File: config.mk
export PLATFORM = sky130hd
export DESIGN_NAME = pdm_modulator
export DESIGN_NICKNAME = d
export VERILOG_FILES = /design/src/rtl/pdm_modulator.sv
export SDC_FILE = /design/constraint.sdc
export NUM_CORES = 1
export LEC_CHECK = 0
export CAP_MARGIN = 20
export CORE_MARGIN = 2
export CORE_UTILIZATION = 50
export DETAILED_ROUTE_END_ITERATION = 6
export PLACE_DENSITY = 0.66
export SLEW_MARGIN = 20
export SYNTH_ARGS = -nofsm -noshare
export SYNTH_HDL_FRONTEND = slang
export SYNTH_SLANG_ARGS = --single-unit
File: constraint.sdc
create_clock -name clk -period 12.2 [get_ports clk]
set_input_delay 3.66 -clock clk [delete_from_list [all_inputs] [get_ports clk]]
set_output_delay 3.66 -clock clk [all_outputs]
set_load 0.005 [all_outputs]
File: src/rtl/pdm_modulator.sv
// PCM-to-PDM playback modulator: single-sample holding register, linear interpolator
// running at OSR bits per sample, and a saturating 2nd-order sigma-delta loop.
module pdm_modulator #(
  parameter int LOG2_OSR = 7,
  parameter int W        = 24
) (
  input  logic        clk,
  input  logic        rst,
  input  logic        stb_bit,
  input  logic [15:0] pcm_in,
  input  logic        pcm_valid,
  output logic        pcm_ready,
  output logic        pdm_out,
  output logic        underrun
);

  localparam int AW = 16 + LOG2_OSR;
  localparam logic [LOG2_OSR-1:0] CNT_LAST = '1;
  localparam logic signed [W+1:0] SAT_MAX = {3'b000, {(W-1){1'b1}}};
  localparam logic signed [W+1:0] SAT_MIN = -SAT_MAX;
  localparam logic signed [W+1:0] FB_MAG  = (W+2)'(32768);

  logic [15:0]            hold;
  logic                   hold_full;
  logic signed [15:0]     tgt;
  logic signed [16:0]     delta;
  logic signed [AW-1:0]   acc;
  logic [LOG2_OSR-1:0]    bit_cnt;
  logic signed [W-1:0]    i1;
  logic signed [W-1:0]    i2;

  logic signed [15:0]     x;
  logic                   accept;
  logic                   boundary;
  logic signed [W+1:0]    fb;
  logic signed [W+1:0]    i1_sum;
  logic signed [W+1:0]    i2_sum;
  logic signed [W-1:0]    i1_new;
  logic signed [W-1:0]    i2_new;

  function automatic logic signed [W-1:0] sat(input logic signed [W+1:0] v);
    if (v > SAT_MAX)      return SAT_MAX[W-1:0];
    else if (v < SAT_MIN) return SAT_MIN[W-1:0];
    else                  return v[W-1:0];
  endfunction

  assign x         = acc[AW-1:LOG2_OSR];
  assign pcm_ready = !hold_full;
  assign accept    = pcm_valid && !hold_full;
  assign boundary  = stb_bit && (bit_cnt == CNT_LAST);

  // Loop math is done two bits wider than the integrators so the clamp sees the true sum.
  always_comb begin
    fb     = pdm_out ? FB_MAG : -FB_MAG;
    i1_sum = {{2{i1[W-1]}}, i1} + {{(W+2-16){x[15]}}, x} - fb;
    i1_new = sat(i1_sum);
    i2_sum = {{2{i2[W-1]}}, i2} + {{2{i1_new[W-1]}}, i1_new} - fb;
    i2_new = sat(i2_sum);
  end

  always_ff @(posedge clk or posedge rst) begin
    if (rst) begin
      hold      <= '0;
      hold_full <= 1'b0;
      tgt       <= '0;
      delta     <= '0;
      acc       <= '0;
      bit_cnt   <= '0;
      i1        <= '0;
      i2        <= '0;
      pdm_out   <= 1'b0;
      underrun  <= 1'b0;
    end else begin
      underrun <= boundary && !hold_full;
      if (accept) begin
        hold      <= pcm_in;
        hold_full <= 1'b1;
      end
      if (stb_bit) begin
        bit_cnt <= bit_cnt + 1'b1;
        i1      <= i1_new;
        i2      <= i2_new;
        pdm_out <= !i2_new[W-1];
        if (bit_cnt == CNT_LAST) begin
          // Resync to the exact target so interpolation error never accumulates.
          acc <= {tgt, {LOG2_OSR{1'b0}}};
          if (hold_full) begin
            delta     <= {hold[15], hold} - {tgt[15], tgt};
            tgt       <= hold;
            hold_full <= 1'b0;
          end else begin
            delta <= '0;
          end
        end else begin
          acc <= acc + {{(AW-17){delta[16]}}, delta};
        end
      end
    end
  end

endmodule

==> impl_results.md, run 1 <==
* Status: finished, final reports clean
* First-pass GRT wire length at approximately 43000 um
* H-Tree Depth at 4
* Sequential fraction of the synthesis area at between 30% and 40%
* Cells after DPL at between 1k and 1.5k
* Mean post-synth cell area at about 9.0 um2
* Max-slew violation count at 0
* Max Used Layer: met4
* Number of hold violations in the final report at 0
* Cells after Synth at about 1.2k
* Final GP Congestion at between 0.8 and 0.9
* Yosys warning count at 0
* CP endpoint kind: flip-flop
* Post-synth top area share at 30.3%
* Initial DRC Count at around 520
* Core box area at roughly 21000 um2
* Die area at between 20000 and 25000 um2
* Met1 Wirelength at approximately 12000 um
* CTS root buffer: clkbuf_16
* Cell with the most instances after synthesis: dfrtp_1
* Count of standard-cell rows at 53
* Largest net degree at the start of global routing at 80
* Die Ht at between 150 and 200 um
* # clock sinks at 130
* Reg clk slew, reported paths at 60 ps
* Gr usage total at a little under a quarter
* I/O Pins at 23
* Die W at about 150 um
* WL met2 at roughly 12000 um
* Worst path slowest cell: fa_1
* Tcrit/Tclk final at about nine tenths
* Post-synth ARST share at 100%
* Longest Clk Path Bufs at 2
* CP startpoint: acc[7]$_DFFE_PP0P_
* Register-to-Register Path Depth at 43
* Finished Layout Cells at 1488
* WHS at a little under 500 ps
* CTS buffer count at 17
* Post-synth EDFFs at 0
* Max_cap viols at 0
* CP arrival at between 10000 and 15000 ps
* WL/cell at roughly 17 um
* RSZ-0062 raised after global routing: no
* Crit path largest cell delay at 500 ps
* Prevailing post-synth register cell: dfrtp_1
* Crit-path max FO at 15
* Post-cts hold buffer count at 0
* Area Overhead vs Synth at 8.91%
* Reg2reg setup slack at 1120 ps
* Post-synth top area cell: dfrtp_1
* Worst-Skew Late Latency at around 430 ps
* Post-CTS setup repair buffer count at 0
* Inserted Diodes at 0
* Final Skew at about 11 ps
* Post-synth top cells: 130 x dfrtp_1, 107 x ha_1, 100 x a21oi_1, 100 x nand2_1, 87 x nor2_1
* Total congestion overflow at 0
* Initial core utilization at between 50% and 60%
* Type of origin of the critical path: flip-flop
* Post-Syn Area at roughly 11000 um2
* Antenna violations before repair at 0
* Worst Hold Class: flip-flop to flip-flop
* Synth unique cells at 81
* TritonCTS clock tree: done
* Slew @ Worst Pin at approximately 1000 ps
* R2r startpoint: acc[7]$_DFFE_PP0P_
* Max Clk Rate at 0.0903 GHz
* Post-DRT Antenna Nets at 0
* Critical Path RT at approximately 12000 ps
* Post-CTS Resized at 0
* Final net count at between 1k and 1.5k
* # DRC at 0
* Vias in the first global route at approximately 8.5k
* Critical path class: flip-flop to flip-flop
* Dpl hpwl at approximately 19000 um
* Flops & latches, synth at 130
* Via density at roughly 6
* Setup_tns at 0 ps
* Clock period minus worst slack at roughly 11000 ps
* Via count at 8726
* Synth Net Count at between 1k and 1.5k
* Synth top area cells: dfrtp_1 30%, ha_1 12%, xnor2_1 4.9%
* Routed WL at 25300 um
* RR Endpoint: i2[3]$_DFFE_PP0P_
* Buffers on Ports at 22
* Met3 WL at about 690 um
* Layout cell share with drive strength beyond 1 at approximately a tenth
* CP Capture Point: i2[3]$_DFFE_PP0P_
* Slew HR at a little under a third
* Final setup fails at 0
* Fill cells at 1924
* DRT Pass-1 Iters at 5
* Top cell by count, worst path: a21oi_1
==> worst min path at each step <==
stage	start	endpoint	slack, ps	cells past startpoint
after floorplan	bit_cnt[5]$_DFFE_PP0P_	bit_cnt[5]$_DFFE_PP0P_	440	1
after global placement	bit_cnt[5]$_DFFE_PP0P_	bit_cnt[5]$_DFFE_PP0P_	460	1
after detailed placement	bit_cnt[5]$_DFFE_PP0P_	bit_cnt[5]$_DFFE_PP0P_	470	1
after CTS	bit_cnt[5]$_DFFE_PP0P_	bit_cnt[5]$_DFFE_PP0P_	480	1
after global routing	bit_cnt[5]$_DFFE_PP0P_	bit_cnt[5]$_DFFE_PP0P_	510	1
final	bit_cnt[5]$_DFFE_PP0P_	bit_cnt[5]$_DFFE_PP0P_	480	1
==> state kept, by name (all words and copies together), names as in the netlist <==
register   cells
bit_cnt        7
delta         17
acc           23
hold          16
hold_full      1
i2            24
underrun       1
tgt           16
pdm_out        1
i1            24
==> routing by layer <==
layer / track usage, % / vias to the layer above
met5: 0 / -
met4: 5.14 / 0
met3: 3.33 / 21
met2: 41.0 / 123
met1: 31.4 / 4189
li1: - / 4393
==> per-stage QoR <==
stage	area, um2	util (%)	worst slack (ps)
after global routing	11700	55.6	301
after floorplan	10700	-	2480
after global placement	11100	52.9	1640
after detailed placement	11100	52.9	1260
final	11700	55.6	1120
after CTS	11700	55.6	1220
==> cell families after synthesis <==
group / synth area share, %
adders and majority gates: 13.6
AOI/OAI and AO/OA: 26.7
buffers and inverters: 5.19
and+or+nand+nor: 13.4
xor gates and xnor gates: 6.93
DFF: 30.3
muxes: 3.81
==> worst max-delay path, delay by kind of cell (launching register included) <==
family,cells,cell delay (ps)
and+or+nand+nor,10,2610
buffers and inverters,1,320
AOI/OAI and AO/OA,25,5320
adders and majority gates,6,2150
xor gates and xnor gates,1,140
DFF,1,400
==> layout make-up <==
cell class              instances  area [um2]  share of cell area (%)
clock buffers                  22         474                    4.06
well taps                     275         344                    2.94
repair buffers                 34         308                    2.63
multi-input cells             942        6930                    59.3
clock inverters                 9        82.6                   0.707
flip-flops and latches        130        3250                    27.8
inverters                      76         290                    2.48
==> cells in the final DEF, fill, tap and decap left out, types with 19 or more instances in the layout <==
cell and count:
nor3_1 25, nor2_1 86, xor2_1 23, o31ai_1 26, mux2_2 20, a21o_1 33, nand3_1 19, clkdlybuf4s50_1 21
nand2_1 100, o21ai_0 70, o32ai_2 19, dfrtp_1 130, xnor2_1 60, inv_1 74, a21oi_1 100, ha_1 107
a31oi_1 19, o21a_1 20
Power of run 1 is left out: the tool's default activity adds up to more than one toggle a clock period on the data nets, which glitch-free logic cannot reach.
==> inputs of run 2 (changes only) <==
Settings changed: CELL_PAD_IN_SITES_DETAIL_PLACEMENT set to 0, CELL_PAD_IN_SITES_GLOBAL_PLACEMENT set to 1, PLACE_DENSITY 0.66 to not set, PLACE_DENSITY_LB_ADDON set to 0.1.
==> run 2 against run 1 <==
  * Clock skew about the same
  * Maximum frequency down 0.50%
  * Global-route usage up 0.60 points
  * Core utilization up 0.12 points
  * Critical path type unchanged
  * Flip-flop and latch count unchanged
  * Highest routed layer unchanged
  * First-iteration DRC count down 28%
  * Worst hold slack worse by 9.3 ps
  * Cell count about the same
==> impl_results.md, run 2 (synthesis results as in run 1) <==
* Slew @ Worst Pin at 939 ps (was 1040 ps)
* # clock sinks at 130 (unchanged)
* CP Depth at 43 (unchanged)
* Initial DRC Count at 375 (was 524)
* Crit-path max FO at 33 (was 15)
* Die W at 150 um (unchanged)
* CP Buf/Inv Count at 2 (was 1)
* Dpl cell area at 11100 um2 (unchanged)
* Final setup fails at 0 (unchanged)
* Clock period minus worst slack at 11140 ps (was 11080 ps)
* Buffers on Ports at 22 (unchanged)
* Longest Clk Path Bufs at 2 (unchanged)
* Hold Path Sink: bit_cnt[5]$_DFFE_PP0P_ (unchanged)
* Worst-Skew Late Latency at 440 ps (was 430 ps)
* Commonest non-fill, non-tap cell in the layout: dfrtp_1 (unchanged)
* Met3 usage at 3.48% (was 3.33%)
* # DRC at 0 (unchanged)
* Layout cell share with drive strength beyond 1 at 9.88% (was 9.65%)
* TritonCTS clock tree: done (unchanged)
* WHS at 472 ps (was 481 ps)
* CP top delay family: compound AO/OA/AOI/OAI gates (unchanged)
* Via density at 5.87 (was 5.86)
* Worst hold start: bit_cnt[5]$_DFFE_PP0P_ (unchanged)
* Vias in the first global route at 8460 (was 8531)
* Worst slack at placement at 1200 ps (was 1260 ps)
* Top Usage Layer GRT: met2 (unchanged)
* CTS root buffer: clkbuf_16 (unchanged)
* H-Tree Depth at 4 (unchanged)
* Worst path slowest cell: fa_1 (unchanged)
* Area Overhead vs Synth at 9.14% (was 8.91%)
* Worst Hold Class: flip-flop to flip-flop (unchanged)
* Smallest setup slack after layout at 1060 ps (was 1120 ps)
* Max_cap viols at 0 (unchanged)
* Core box area at 21000 um2 (unchanged)
* Setup_tns at 0 ps (unchanged)
* Initial core utilization at 51.0% (unchanged)
* Max-slew violation count at 0 (unchanged)
* Tcrit/Tclk final at 91.3% (was 90.8%)
* Inserted Diodes at 0 (unchanged)
* Largest net degree at the start of global routing at 70 (was 80)
* Type of origin of the critical path: flip-flop (unchanged)
* CTS buffer count at 17 (unchanged)
* Largest registers: i1 (24), i2 (24), acc (23) (unchanged)
* I/O Pins at 23 (unchanged)
* Final Cell Area at 11700 um2 (about the same)
* Post-DRT Antenna Nets at 0 (unchanged)
* DRT Pass-1 Iters at 4 (was 5)
* Post-CTS setup repair buffer count at 0 (unchanged)
* Critical path class: flip-flop to flip-flop (unchanged)
* Most frequent cells in the layout: 130 x dfrtp_1, 107 x ha_1, 100 x nand2_1, 100 x a21oi_1, 86 x nor2_1 (unchanged)
* Register-to-Register Path Depth at 43 (unchanged)
* First-pass GRT wire length at 43200 um (was 42600 um)
* Post-cts hold buffer count at 0 (unchanged)
* Crit path largest cell delay at 510 ps (was 500 ps)
* GR Layer Usage met2 at 41.1% (was 41.0%)
* Count of standard-cell rows at 53 (unchanged)
* WL/cell at 17.5 um (was 17.0 um)
* Post-CTS Resized at 0 (unchanged)
* Total congestion overflow at 0 (unchanged)
* Gr usage total at 24.2% (was 23.6%)
* CP endpoint kind: flip-flop (unchanged)
* Antenna violations before repair at 0 (unchanged)
* Status: finished, final reports clean (unchanged)
* Routed WL at 26100 um (was 25300 um)
* Reg2reg setup slack at 1060 ps (was 1120 ps)
* Die Ht at 150 um (unchanged)
* Via count at 8747 (was 8726)
* Dpl hpwl at 19200 um (was 18700 um)
* Max Clk Rate at 0.0898 GHz (was 0.0903 GHz)
* Slew HR at 37.4% (was 30.5%)
* Reg clk slew, reported paths at 60 ps (about the same)
* RR Endpoint: i2[22]$_DFFE_PP0P_ (was i2[3]$_DFFE_PP0P_)
* R2r startpoint: acc[7]$_DFFE_PP0P_ (unchanged)
* CP arrival at 11400 ps (was 11340 ps)
* Number of hold violations in the final report at 0 (unchanged)
* Die area at 22600 um2 (unchanged)
* Critical Path RT at 12470 ps (was 12460 ps)
* Final net count at 1334 (unchanged)
* GR met1 Demand/Resource at 31.8% (was 31.4%)
* Top cell by count, worst path: a21oi_1 (unchanged)
* Final Skew at 10.3 ps (was 10.7 ps)
* RSZ-0062 raised after global routing: no (unchanged)
* WHS Path Cells at 1 (unchanged)
* Final GP Congestion at 0.853 (was 0.876)
-- run 2: routing by layer --
metal | part of all wire (%) | up-vias | wire (um)
met5 | 0 | - | 0
met4 | 2.5 | 0 | 661
met3 | 2.4 | 40 | 614
met2 | 49 | 127 | 12600
met1 | 47 | 4170 | 12100
li1 | - | 4410 | -
-- run 2: how the worst max path moves through the flow --
stage                        from            endpoint  slack [ps]
2_1_floorplan  acc[7]$_DFFE_PP0P_  i2[10]$_DFFE_PP0P_        2480
3_3_place_gp   acc[7]$_DFFE_PP0P_  i2[17]$_DFFE_PP0P_        1420
6_report       acc[7]$_DFFE_PP0P_  i2[22]$_DFFE_PP0P_        1060
4_1_cts        acc[7]$_DFFE_PP0P_  i2[22]$_DFFE_PP0P_        1150
5_1_grt        acc[7]$_DFFE_PP0P_  i2[18]$_DFFE_PP0P_          80
3_5_place_dp   acc[7]$_DFFE_PP0P_  i2[22]$_DFFE_PP0P_        1200
-- run 2: area by class of cell --
type                            count  area (um2)
Tap cell                          275         344
Sequential cell                   130        3250
Fill cell                        1990        9310
Clock inverter                     14         143
Inverter                           76         290
Timing Repair Buffer               34         308
Multi-Input combinational cell    942        6930
Clock buffer                       18         439
-- run 2: worst reg2reg max path: cells and delay by family (launching register included) --
| family | cells | cell delay, ps |
|---|---|---|
| and+or+nand+nor | 14 | 3080 |
| AOI/OAI and AO/OA | 20 | 4460 |
| buffers and inverters | 2 | 700 |
| xor gates and xnor gates | 2 | 440 |
| DFF | 1 | 390 |
| adders and majority gates | 5 | 1950 |
-- run 2: through the flow --
| step | util, % | std cells |
|---|---|---|
| after global placement | 52.9 | 1457 |
| after global routing | 55.7 | 1489 |
| after CTS | 55.7 | 1489 |
| after floorplan | - | 1193 |
| after detailed placement | 52.9 | 1457 |
| final | 55.7 | 1489 |
Power of run 2 is left out for the same reason.
==> inputs of run 3 (changes only) <==
Settings changed: DONT_BUFFER_PORTS set to 1.
==> run 3 against run 2 <==
  * Clock-buffer cell count decreased by 1
  * Highest routed layer unchanged
  * Largest cell class unchanged
  * Cell count down 1.5%
  * Critical endpoint is now i2[5]$_DFFE_PP0P_
  * Cell area fell by 1.6%
==> impl_results.md, run 3 (synthesis results as in run 1) <==
* Antenna violations before repair at 0 (unchanged)
* Initial core utilization at 51.0% (unchanged)
* Final net count at 1311 (was 1334)
* DRT Pass-1 Iters at 5 (was 4)
* Inserted Diodes at 0 (unchanged)
* Total congestion overflow at 0 (unchanged)
* Critical path class: flip-flop to flip-flop (unchanged)
* H-Tree Depth at 4 (unchanged)
* Final setup fails at 0 (unchanged)
* TritonCTS clock tree: done (unchanged)
* Die W at 150 um (unchanged)
* Via density at 5.92 (was 5.87)
* Status: finished, final reports clean (unchanged)
* CTS root buffer: clkbuf_16 (unchanged)
* Crit path largest cell delay at 510 ps (about the same)
* Setup_tns at 0 ps (unchanged)
* Largest registers: i1 (24), i2 (24), acc (23) (unchanged)
* Most frequent cells in the layout: 130 x dfrtp_1, 107 x ha_1, 100 x nand2_1, 100 x a21oi_1, 86 x nor2_1 (unchanged)
* Initial DRC Count at 562 (was 375)
* Buffers on Ports at 0 (was 22)
* Count of standard-cell rows at 53 (unchanged)
* Slew HR at 38.5% (was 37.4%)
* Post-CTS Resized at 0 (unchanged)
* Largest net degree at the start of global routing at 98 (was 70)
* Final GP Congestion at 0.858 (was 0.853)
* CTS buffer count at 17 (unchanged)
* Max_cap viols at 0 (unchanged)
* Routed WL at 25900 um (was 26100 um)
* Clock period minus worst slack at 10980 ps (was 11140 ps)
* Post-DRT Antenna Nets at 0 (unchanged)
* Worst-Skew Late Latency at 430 ps (was 440 ps)
* Max-slew violation count at 0 (unchanged)
* Post-CTS setup repair buffer count at 0 (unchanged)
* Slew @ Worst Pin at 922 ps (was 939 ps)
* Dpl hpwl at 19000 um (was 19200 um)
* RSZ-0062 raised after global routing: no (unchanged)
* First-pass GRT wire length at 42800 um (was 43200 um)
* Layout cell share with drive strength beyond 1 at 9.91% (was 9.88%)
* Reg clk slew, reported paths at 60 ps (about the same)
* Via count at 8683 (was 8747)
* Final Skew at 10.5 ps (was 10.3 ps)
* Type of origin of the critical path: flip-flop (unchanged)
* Crit-path max FO at 33 (unchanged)
* Vias in the first global route at 8330 (was 8460)
* I/O Pins at 23 (unchanged)
* Max Clk Rate at 0.0911 GHz (was 0.0898 GHz)
* Area Overhead vs Synth at 7.37% (was 9.14%)
* Post-cts hold buffer count at 0 (unchanged)
* Number of hold violations in the final report at 0 (unchanged)
* Worst path slowest cell: fa_1 (unchanged)
* Tcrit/Tclk final at 90.0% (was 91.3%)
* Core box area at 21000 um2 (unchanged)
* WL/cell at 17.7 um (was 17.5 um)
* # clock sinks at 130 (unchanged)
* Gr usage total at 24.0% (was 24.2%)
* CP arrival at 11280 ps (was 11400 ps)
* Commonest non-fill, non-tap cell in the layout: dfrtp_1 (unchanged)
* Die Ht at 150 um (unchanged)
* Die area at 22600 um2 (unchanged)
* CP endpoint kind: flip-flop (unchanged)
* Critical Path RT at 12500 ps (was 12470 ps)
* Top cell by count, worst path: a21oi_1 (unchanged)
* # DRC at 0 (unchanged)
* Longest Clk Path Bufs at 2 (unchanged)
* Worst Hold Class: flip-flop to flip-flop (unchanged)
run 3: cell types whose count changed in the layout (fill, tap and decap cells not counted), sizes merged:
cell,before,now
clkdlybuf4s50,21,0
clkinv,2,5
buf,13,11
clkbuf,18,17
clkinvlp,2,1
inv,85,84
run 3: cell type report:
cell class,instances,area [um2]
clock inverters,15,191
inverters,76,290
multi-input cells,942,6930
well taps,275,344
fillers,1921,9500
flip-flops and latches,130,3250
clock buffers,17,425
repair buffers,11,82.6
run 3: layer usage:
metal	vias up	GRT usage [%]	share of wire, %
met5	-	0	0
met4	0	5.90	1.3
met3	25	3.42	3.0
met2	137	41.5	49
met1	4164	31.8	46
li1	4357	-	-
run 3: worst paths after layout:
path | slack, ps | endpoint | depth (start not counted) | startpoint
setup / recovery | 1220 | i2[5]$_DFFE_PP0P_ | 43 | acc[7]$_DFFE_PP0P_
hold reg to reg | 470 | bit_cnt[5]$_DFFE_PP0P_ | 1 | bit_cnt[5]$_DFFE_PP0P_
setup reg to reg | 1220 | i2[5]$_DFFE_PP0P_ | 43 | acc[7]$_DFFE_PP0P_
max in group asynchronous | 7740 | acc[7]$_DFFE_PP0P_ | 2 | rst
min in group asynchronous | 3140 | i1[14]$_DFFE_PP0P_ | 1 | rst
hold / removal | 470 | bit_cnt[5]$_DFFE_PP0P_ | 1 | bit_cnt[5]$_DFFE_PP0P_
run 3: through the flow:
stage,util [%],worst slack (ps),instance area [um2],hold slack (ps),std cells
3_5_place_dp,51.9,1260,10900,459,1434
3_3_place_gp,51.8,1410,10900,459,1434
4_1_cts,54.8,1220,11500,474,1466
5_1_grt,54.8,126,11500,517,1466
2_1_floorplan,-,2480,10700,442,1193
6_report,54.8,1220,11500,474,1466
run 3: critical path, delay by kind of cell, from the launching register on:
family                   cells  cell delay, ps
AND/OR/NAND/NOR             14            2920
flip-flops                   1             400
XOR/XNOR                     2             450
adder cells (fa/ha/maj)      5            1950
AO/OA/AOI/OAI               20            4410
buffers and inverters        2             700
Power of run 3 is left out for the same reason.
